File: src/rtl/steer_en_sm.sv
// Rider-presence and balance FSM: watches the left/right load cells and enables
// steering once a rider has stood balanced for a full balance-timer period.
module steer_en_sm #(
    parameter logic [11:0] MIN_RIDER_WT  = 12'h200,
    parameter logic [11:0] WT_HYSTERESIS = 12'h040,
    parameter bit          FAST_SIM      = 1'b0
) (
    input  logic        clk,
    input  logic        rst_n,
    input  logic [11:0] lft_ld,
    input  logic [11:0] rght_ld,
    output logic        en_steer,
    output logic        rider_off
);

    localparam int TMR_W = FAST_SIM ? 15 : 26;

    typedef enum logic [1:0] {
        IDLE,
        WAIT,
        STEER_EN
    } state_t;

    state_t             state;
    state_t             nxt_state;
    logic [TMR_W-1:0]   tmr;
    logic [TMR_W-1:0]   tmr_nxt;
    logic               tmr_full;

    logic [12:0]        sum;
    logic [11:0]        diff;
    logic [16:0]        sum_x15;
    logic               sum_gt_min;
    logic               sum_lt_min;
    logic               diff_gt_1_4;
    logic               diff_gt_15_16;

    // Thresholds are compared at 14 bits with the hysteresis moved to the sum
    // side of the low compare, so a small MIN_RIDER_WT can never wrap.
    always_comb begin
        sum           = {1'b0, lft_ld} + {1'b0, rght_ld};
        diff          = (lft_ld >= rght_ld) ? (lft_ld - rght_ld) : (rght_ld - lft_ld);
        sum_x15       = ({4'b0000, sum} << 4) - {4'b0000, sum};
        sum_gt_min    = {1'b0, sum} > ({2'b00, MIN_RIDER_WT} + {2'b00, WT_HYSTERESIS});
        sum_lt_min    = ({1'b0, sum} + {2'b00, WT_HYSTERESIS}) < {2'b00, MIN_RIDER_WT};
        diff_gt_1_4   = {diff, 2'b00} > {1'b0, sum};
        diff_gt_15_16 = {1'b0, diff, 4'b0000} > sum_x15;
        tmr_full      = &tmr;
    end

    always_ff @(posedge clk or negedge rst_n) begin
        if (!rst_n) begin
            state <= IDLE;
            tmr   <= '0;
        end else begin
            state <= nxt_state;
            tmr   <= tmr_nxt;
        end
    end

    always_comb begin
        nxt_state = state;
        tmr_nxt   = '0;

        // The timer only runs in WAIT while the rider is balanced; it is
        // dropped back to zero at full count since WAIT is being left anyway.
        if ((state == WAIT) && !diff_gt_1_4 && !tmr_full) begin
            tmr_nxt = tmr + TMR_W'(1);
        end

        case (state)
            IDLE: begin
                if (sum_gt_min) begin
                    nxt_state = WAIT;
                end
            end
            WAIT: begin
                if (sum_lt_min) begin
                    nxt_state = IDLE;
                end else if (diff_gt_1_4) begin
                    nxt_state = WAIT;
                end else if (tmr_full) begin
                    nxt_state = STEER_EN;
                end
            end
            STEER_EN: begin
                if (sum_lt_min) begin
                    nxt_state = IDLE;
                end else if (diff_gt_15_16) begin
                    nxt_state = WAIT;
                end
            end
            default: begin
                nxt_state = IDLE;
            end
        endcase
    end

    assign en_steer  = (state == STEER_EN);
    assign rider_off = (state == IDLE);

endmodule

File: config.mk
export PLATFORM = sky130hd
export DESIGN_NAME = steer_en_sm
export DESIGN_NICKNAME = d
export VERILOG_FILES = /design/src/rtl/steer_en_sm.sv
export SDC_FILE = /design/constraint.sdc
export NUM_CORES = 1
export LEC_CHECK = 0
export BUFFER_PORTS_ARGS = -buffer_cell sky130_fd_sc_hd__buf_2
export CORE_MARGIN = 4
export CORE_UTILIZATION = 55
export DETAILED_ROUTE_END_ITERATION = 7
export GPL_TIMING_DRIVEN = 0
export PLACE_DENSITY = 0.79
export SYNTH_ARGS = -nofsm -noshare
export SYNTH_HDL_FRONTEND = slang
export SYNTH_SLANG_ARGS = --single-unit
File: constraint.sdc
create_clock -name clk -period 5.1 [get_ports clk]
set_input_delay 1.02 -clock clk [delete_from_list [all_inputs] [get_ports clk]]
set_output_delay 1.02 -clock clk [all_outputs]
set_load 0.1 [all_outputs]
==> results.py, run 1 <==
metrics = {
    "sta": {
        "rsz0062_at_grt": "yes",
        "fin_crit_sh_pct": 114,
        "skew_ns": 0.00737,
        "finalHoldViolations": 0,
        "slew_headroom_pct": 58.1,
        "finalCriticalPeriod_ns": 5.79,
        "drv_slew": 0,
        "fmax_mhz": 173,
        "setup_viol": 2,
        "setup_ws_ns": -0.694,
        "finalSetupTns_ns": -1.34,
        "tightest_slew_ns": 0.629,
    },
    "synth": {
        "ys.warnings.count": 0,
        "netlist_instances": 551,
        "synth_ff_type": "dfrtp_1",
        "netlist_top_cells_area": "ha_1, dfrtp_1, xnor2_1",
        "syn_area_um2": 4460,
        "seq_area_frac_synth_pct": 15.7,
        "synth_top_area_share_pct": 18.5,
        "synth_nets": 646,
        "async_flop_share_pct": 100,
        "synth_common_cells": "ha_1, inv_1, nor2_1",
        "syn_avg_cell_area_um2": 8.10,
        "ys_ff_latch": 28,
        "ys_types": 72,
        "yosysMostFrequentCell": "ha_1",
        "synth_largest_area_cell": "ha_1",
        "synth_edf_count": 0,
    },
    "cells_and_area": {
        "synthToLayoutAreaGrowth_pct": 17.7,
        "ff_latch_area_um2": 701,
        "final_cells": 710,
        "final_util_pct": 67.3,
        "antenna_cells": 0,
        "multiInputGateArea_um2": 3660,
        "nNetsFinal": 704,
        "nFillCells": 639,
        "final_layout_size_suffix_gt1_share_pct": 20.7,
    },
    "placed_design": {
        "gp_congestion": 0.886,
        "dp_hpwl_mm": 8.98,
        "dp_cells": 680,
        "port_buffers": 27,
    },
    "pwr": {
        "power_density_nw_per_um2": 302,
        "cellLeakagePower_nw": 2.52,
        "peakVddDrop_uv": 140,
        "power.total_mw": 1.59,
    },
    "worst_setup_path": {
        "worstSetupEndpointType": "flip-flop",
        "r2r_cells": 11,
        "start_kind": "primary input",
        "critPathKind": "in2reg",
        "r2r_end": "tmr[19]$_DFF_PN0_",
        "regToRegStartpoint": "tmr[0]$_DFF_PN0_",
        "reg2reg_slack_ns": 2.47,
        "critPathRequiredTime_ns": 5.25,
        "cp.arrival_ns": 5.94,
        "path_max_fanout": 3,
    },
    "routing": {
        "drt-initial-drc-count": 227,
        "wirelength_mm": 11.8,
        "drc": 0,
        "ant_nets": 0,
        "via_count": 4389,
        "post_drt_wl_per_cell_um": 16.6,
        "firstDrtPassIters": 5,
        "via_per_inst": 6.18,
    },
    "floorplan": {
        "die_h_um": 98.1,
        "die_w_um": 98.1,
        "io_pins": 28,
        "start_util_pct": 57.1,
        "core-area_um2": 7810,
        "die_area_um2": 9620,
        "row_count": 32,
    },
    "global_route": {
        "grt_pass1_wl_mm": 19.4,
        "grt_max_degree": 29,
        "antenna_found_initial": 0,
        "grt.overflow.total": 0,
        "grt_pass1_vias": 4197,
        "grtUsageTotal_pct": 23.6,
    },
    "worst_hold_path": {
        "whs_path_depth": 1,
        "hold_path_class": "reg2reg",
        "worstHoldEndpoint": "tmr[0]$_DFF_PN0_",
        "hp-start": "tmr[0]$_DFF_PN0_",
    },
    "clocking": {
        "cts_tree": "yes",
        "clock_tree.buffer_depth": 2,
        "cts_root_buf": "clkbuf_8",
        "cts.sinks": 28,
        "cts_buffers": 3,
        "clock_latency_ns": 0.28,
        "clkSlewWorstSetupHoldPaths_ns": 0.09,
        "htreeDepth": 1,
    },
    "status": {
        "status": "complete, but fails checks",
        "violations": "negative setup slack",
    },
    "flow_run": {
        "cap_violations": 0,
    },
}
==> cells in the final DEF, fill, tap and decap left out, types with 4 or more instances in the layout <==
master	instances
nor2_1	53
buf_2	28
dfrtp_1	28
o21ai_0	15
buf_4	31
a21oi_1	37
o211ai_1	4
inv_1	52
or3_1	4
nor3_1	5
nand3_1	16
nand2_1	26
inv_2	6
nand4_1	8
and3_1	16
ha_1	62
a211oi_1	9
a21o_1	13
nand2b_1	5
nor2b_1	5
ha_4	4
xor2_1	21
a31oi_1	5
clkbuf_8	4
mux2i_1	7
xnor2_1	36
or2_2	4
and4_1	5
==> worst max-delay path by stage <==
stage | from | endpoint | slack, ns | cells after the start
2_1_floorplan | lft_ld[2] | state[0]$_DFFE_PN0P_ | -0.44 | 26
3_3_place_gp | lft_ld[1] | state[0]$_DFFE_PN0P_ | -1.05 | 25
3_5_place_dp | lft_ld[1] | state[1]$_DFFE_PN0P_ | -1.14 | 25
4_1_cts | lft_ld[0] | state[0]$_DFFE_PN0P_ | -0.59 | 27
5_1_grt | lft_ld[4] | state[0]$_DFFE_PN0P_ | -0.90 | 24
6_report | lft_ld[0] | state[0]$_DFFE_PN0P_ | -0.69 | 27
==> worst max-delay path, cell delays in order <==
cell      delay (ns)
buf_8           0.10
ha_4            0.15
inv_2           0.05
fa_2            0.19
nor2_2          0.05
o311a_1         0.32
o21ba_4         0.21
or3_4           0.35
nand2_4         0.10
inv_4           0.05
ha_4            0.27
inv_4           0.03
or3_1           0.37
a211o_1         0.32
a311oi_2        0.25
o21ai_1         0.12
mux2i_1         0.16
mux2i_1         0.10
ha_1            0.32
nand2_1         0.06
or3_4           0.36
o32ai_2         0.20
o21bai_4        0.19
nor3b_2         0.07
and3_1          0.19
nor3_2          0.18
o22ai_1         0.15
==> repair_timing <==
action,in CTS,in global routing
pin swaps,5,5
gates resized for setup,36,9
setup buffers,17,11
gates cloned,0,0
hold buffers,0,0
endpoints found under the setup margin,28,28
==> power breakdown <==
group          internal (mW)  total (mW)  switching [mW]
Combinational          0.510        1.17           0.659
Clock                  0.105       0.177          0.0717
Sequential             0.231       0.241         0.00997
==> state kept, by name (all words and copies together) (netlist names) <==
signal and flops:
state 2, tmr 26
==> layout make-up <==
type / count / share of cell area, %
buffer: 11 / 1.69
clock buffer: 3 / 0.786
clock inverter: 1 / 0.572
inverter: 61 / 4.48
multi-input combinational: 449 / 69.7
sequential: 28 / 13.3
tap: 102 / 2.43
timing repair buffer: 55 / 6.96
==> per-layer routing <==
metal  vias up  global-route usage (%)  wire length [um]
met5         -                       0                 0
met4         0                    5.11               244
met3        31                    2.79               749
met2       188                    40.4              5670
met1      2086                    31.9              5160
li1       2084                       -                 -
==> logic make-up after synthesis <==
family,after synthesis,share of synthesized area (%)
XOR/XNOR,63,13.3
buffers and inverters,74,7.12
multiplexers,9,2.08
adder cells (fa/ha/maj),71,20.3
flip-flops,28,15.7
AND/OR/NAND/NOR,171,19.5
AO/OA/AOI/OAI,135,21.9
==> stage by stage <==
step                      hold WS, ns  instance area, um2  worst slack (ns)
after global placement          0.465                4800             -1.05
after CTS                       0.492                5130            -0.593
after floorplan                 0.444                4540            -0.440
after detailed placement        0.476                4800             -1.14
after global routing            0.536                5250            -0.899
final                           0.495                5250            -0.694
Power figures use the tool's default switching activity.
==> run 2, diff against run 1 <==
--- a/config.mk
+++ b/config.mk
@@ -6,11 +6,11 @@
 export NUM_CORES = 1
 export LEC_CHECK = 0
 export BUFFER_PORTS_ARGS = -buffer_cell sky130_fd_sc_hd__buf_2
+export CAP_MARGIN = 0
 export CORE_MARGIN = 4
-export CORE_UTILIZATION = 55
+export CORE_UTILIZATION = 45
 export DETAILED_ROUTE_END_ITERATION = 7
-export GPL_TIMING_DRIVEN = 0
-export PLACE_DENSITY = 0.79
+export PLACE_DENSITY = 0.68
 export SYNTH_ARGS = -nofsm -noshare
 export SYNTH_HDL_FRONTEND = slang
 export SYNTH_SLANG_ARGS = --single-unit
==> results.py, run 2 (synthesis gave the netlist of run 1 again) <==
metrics = {
    "cells_and_area": {
        "final_layout_size_suffix_gt1_share_pct": 34.0,
        "largestRegisters": "tmr (26), state (2)",
        "final_common_cell": "buf_4",
        "largest_reg_flops": 26,
        "regMostFlops": "tmr",
        "mostFrequentLayoutCells": "buf_4, ha_1, inv_1",
        "antenna_cells": 0,
        "nNetsFinal": 826,
        "final_area_um2": 6230,
        "synthToLayoutAreaGrowth_pct": 39.7,
        "nFillCells": 857,
    },
    "worst_hold_path": {
        "hold_path_class": "reg2reg",
        "hp-start": "tmr[0]$_DFF_PN0_",
        "worstHoldEndpoint": "tmr[0]$_DFF_PN0_",
        "whs_path_depth": 1,
    },
    "worst_setup_path": {
        "r2r_cells": 10,
        "start_kind": "primary input",
        "r2r_end": "tmr[12]$_DFF_PN0_",
        "worstSetupEndpointType": "flip-flop",
        "cp_top_family": "compound AO/OA/AOI/OAI gates",
        "crit_path_max_incr_delay_ns": 0.35,
        "critPathKind": "in2reg",
        "cp.arrival_ns": 5.76,
        "worst-path-buf-inv": 4,
        "cp.depth": 27,
        "critPathRequiredTime_ns": 5.26,
        "path_max_fanout": 3,
        "regToRegStartpoint": "tmr[0]$_DFF_PN0_",
        "cp_slowest_cell": "or3_1",
        "reg2reg_slack_ns": 2.51,
    },
    "clocking": {
        "htreeDepth": 1,
        "clock_tree.buffer_depth": 2,
        "cts_buffers": 3,
        "clkSlewWorstSetupHoldPaths_ns": 0.09,
        "cts_root_buf": "clkbuf_8",
        "clock_latency_ns": 0.28,
        "cts.sinks": 28,
        "cts_tree": "yes",
    },
    "placed_design": {
        "post_dp_cell_area_um2": 5840,
        "dp_hpwl_mm": 10.5,
        "port_buffers": 27,
        "gp_congestion": 0.910,
    },
    "global_route": {
        "grt_pass1_vias": 4786,
        "grtUsageTotal_pct": 21.7,
        "grt_pass1_wl_mm": 20.9,
        "antenna_found_initial": 0,
        "grt_max_degree": 29,
        "grt.overflow.total": 0,
    },
    "sta": {
        "slew_headroom_pct": 59.9,
        "skew_ns": 0.00671,
        "setup_viol": 2,
        "finalSetupTns_ns": -0.987,
        "finalCriticalPeriod_ns": 5.60,
        "fmax_mhz": 179,
        "setup_ws_ns": -0.495,
        "tightest_slew_ns": 0.601,
        "fin_crit_sh_pct": 110,
        "rsz0062_at_grt": "yes",
        "hold_slack_ns": 0.515,
        "drv_slew": 0,
        "finalHoldViolations": 0,
    },
    "flow_run": {
        "cap_violations": 0,
    },
    "floorplan": {
        "die_h_um": 108,
        "core-area_um2": 9730,
        "start_util_pct": 45.9,
        "io_pins": 28,
        "row_count": 36,
        "die_w_um": 108,
        "die_area_um2": 11600,
    },
    "pwr": {
        "p_sw_mw": 0.794,
        "peakVddDrop_uv": 147,
        "intPower_mw": 1.04,
        "swShare_pct": 43.3,
        "cellLeakagePower_nw": 3.12,
        "power_density_nw_per_um2": 294,
        "power.share.sequential_pct": 13.2,
        "power.total_mw": 1.83,
        "power_frac_clock_pct": 7.4,
        "combPwrFrac_pct": 79.4,
    },
    "status": {
        "violations": "negative setup slack",
        "status": "complete, but fails checks",
    },
    "routing": {
        "firstDrtPassIters": 4,
        "drc": 0,
        "via_per_inst": 5.47,
        "drt-initial-drc-count": 188,
        "via_count": 4719,
        "wirelength_mm": 12.9,
        "post_drt_wl_per_cell_um": 15.0,
        "ant_nets": 0,
    },
}
==> run 2: layout make-up <==
class,count,area (um2),share of cell area [%]
flip-flops and latches,28,701,11.2
clock buffers,4,55.1,0.883
multi-input cells,449,3660,58.7
repair buffers,188,1420,22.8
inverters,61,231,3.71
well taps,133,166,2.67
==> run 2: per-layer routing <==
layer	wire, um	vias to the layer above	global-route usage [%]
li1	-	2319	-
met1	5390	2256	25.1
met2	6640	103	41.6
met3	384	41	1.14
met4	503	0	8.30
met5	0	-	0
==> run 2: timing repair <==
| action | 4_1_cts | 5_1_grt |
|---|---|---|
| resized for setup | 6 | 28 |
| cloned | 0 | 3 |
| setup buffers | 6 | 8 |
| pin swaps | 1 | 11 |
| setup endpoints to repair | 28 | 28 |
| hold buffers | 0 | 0 |
==> run 2: per-stage QoR <==
stage	setup slack, ns	util [%]	instances
after floorplan	-0.440	-	551
after global placement	-0.635	60.0	842
after detailed placement	-0.796	60.0	842
after CTS	-0.454	61.3	852
after global routing	-0.774	64.1	863
final	-0.495	64.1	863
==> run 2: power by group through the flow <==
stage	clock network, mW	registers [mW]	logic, mW
floorplan	0	0.242	0.791
global placement	0	0.244	1.24
detailed placement	0	0.245	1.28
CTS	0.138	0.241	1.30
global route	0.151	0.242	1.59
finish	0.136	0.242	1.46
==> run 2: worst max path at each step <==
stage                     slack, ns       start              endpoint
after detailed placement      -0.80   lft_ld[0]  state[0]$_DFFE_PN0P_
final                         -0.50  rght_ld[0]  state[0]$_DFFE_PN0P_
after global routing          -0.77  rght_ld[0]  state[0]$_DFFE_PN0P_
after floorplan               -0.44   lft_ld[2]  state[0]$_DFFE_PN0P_
after CTS                     -0.45   lft_ld[0]  state[0]$_DFFE_PN0P_
after global placement        -0.63   lft_ld[0]  state[0]$_DFFE_PN0P_
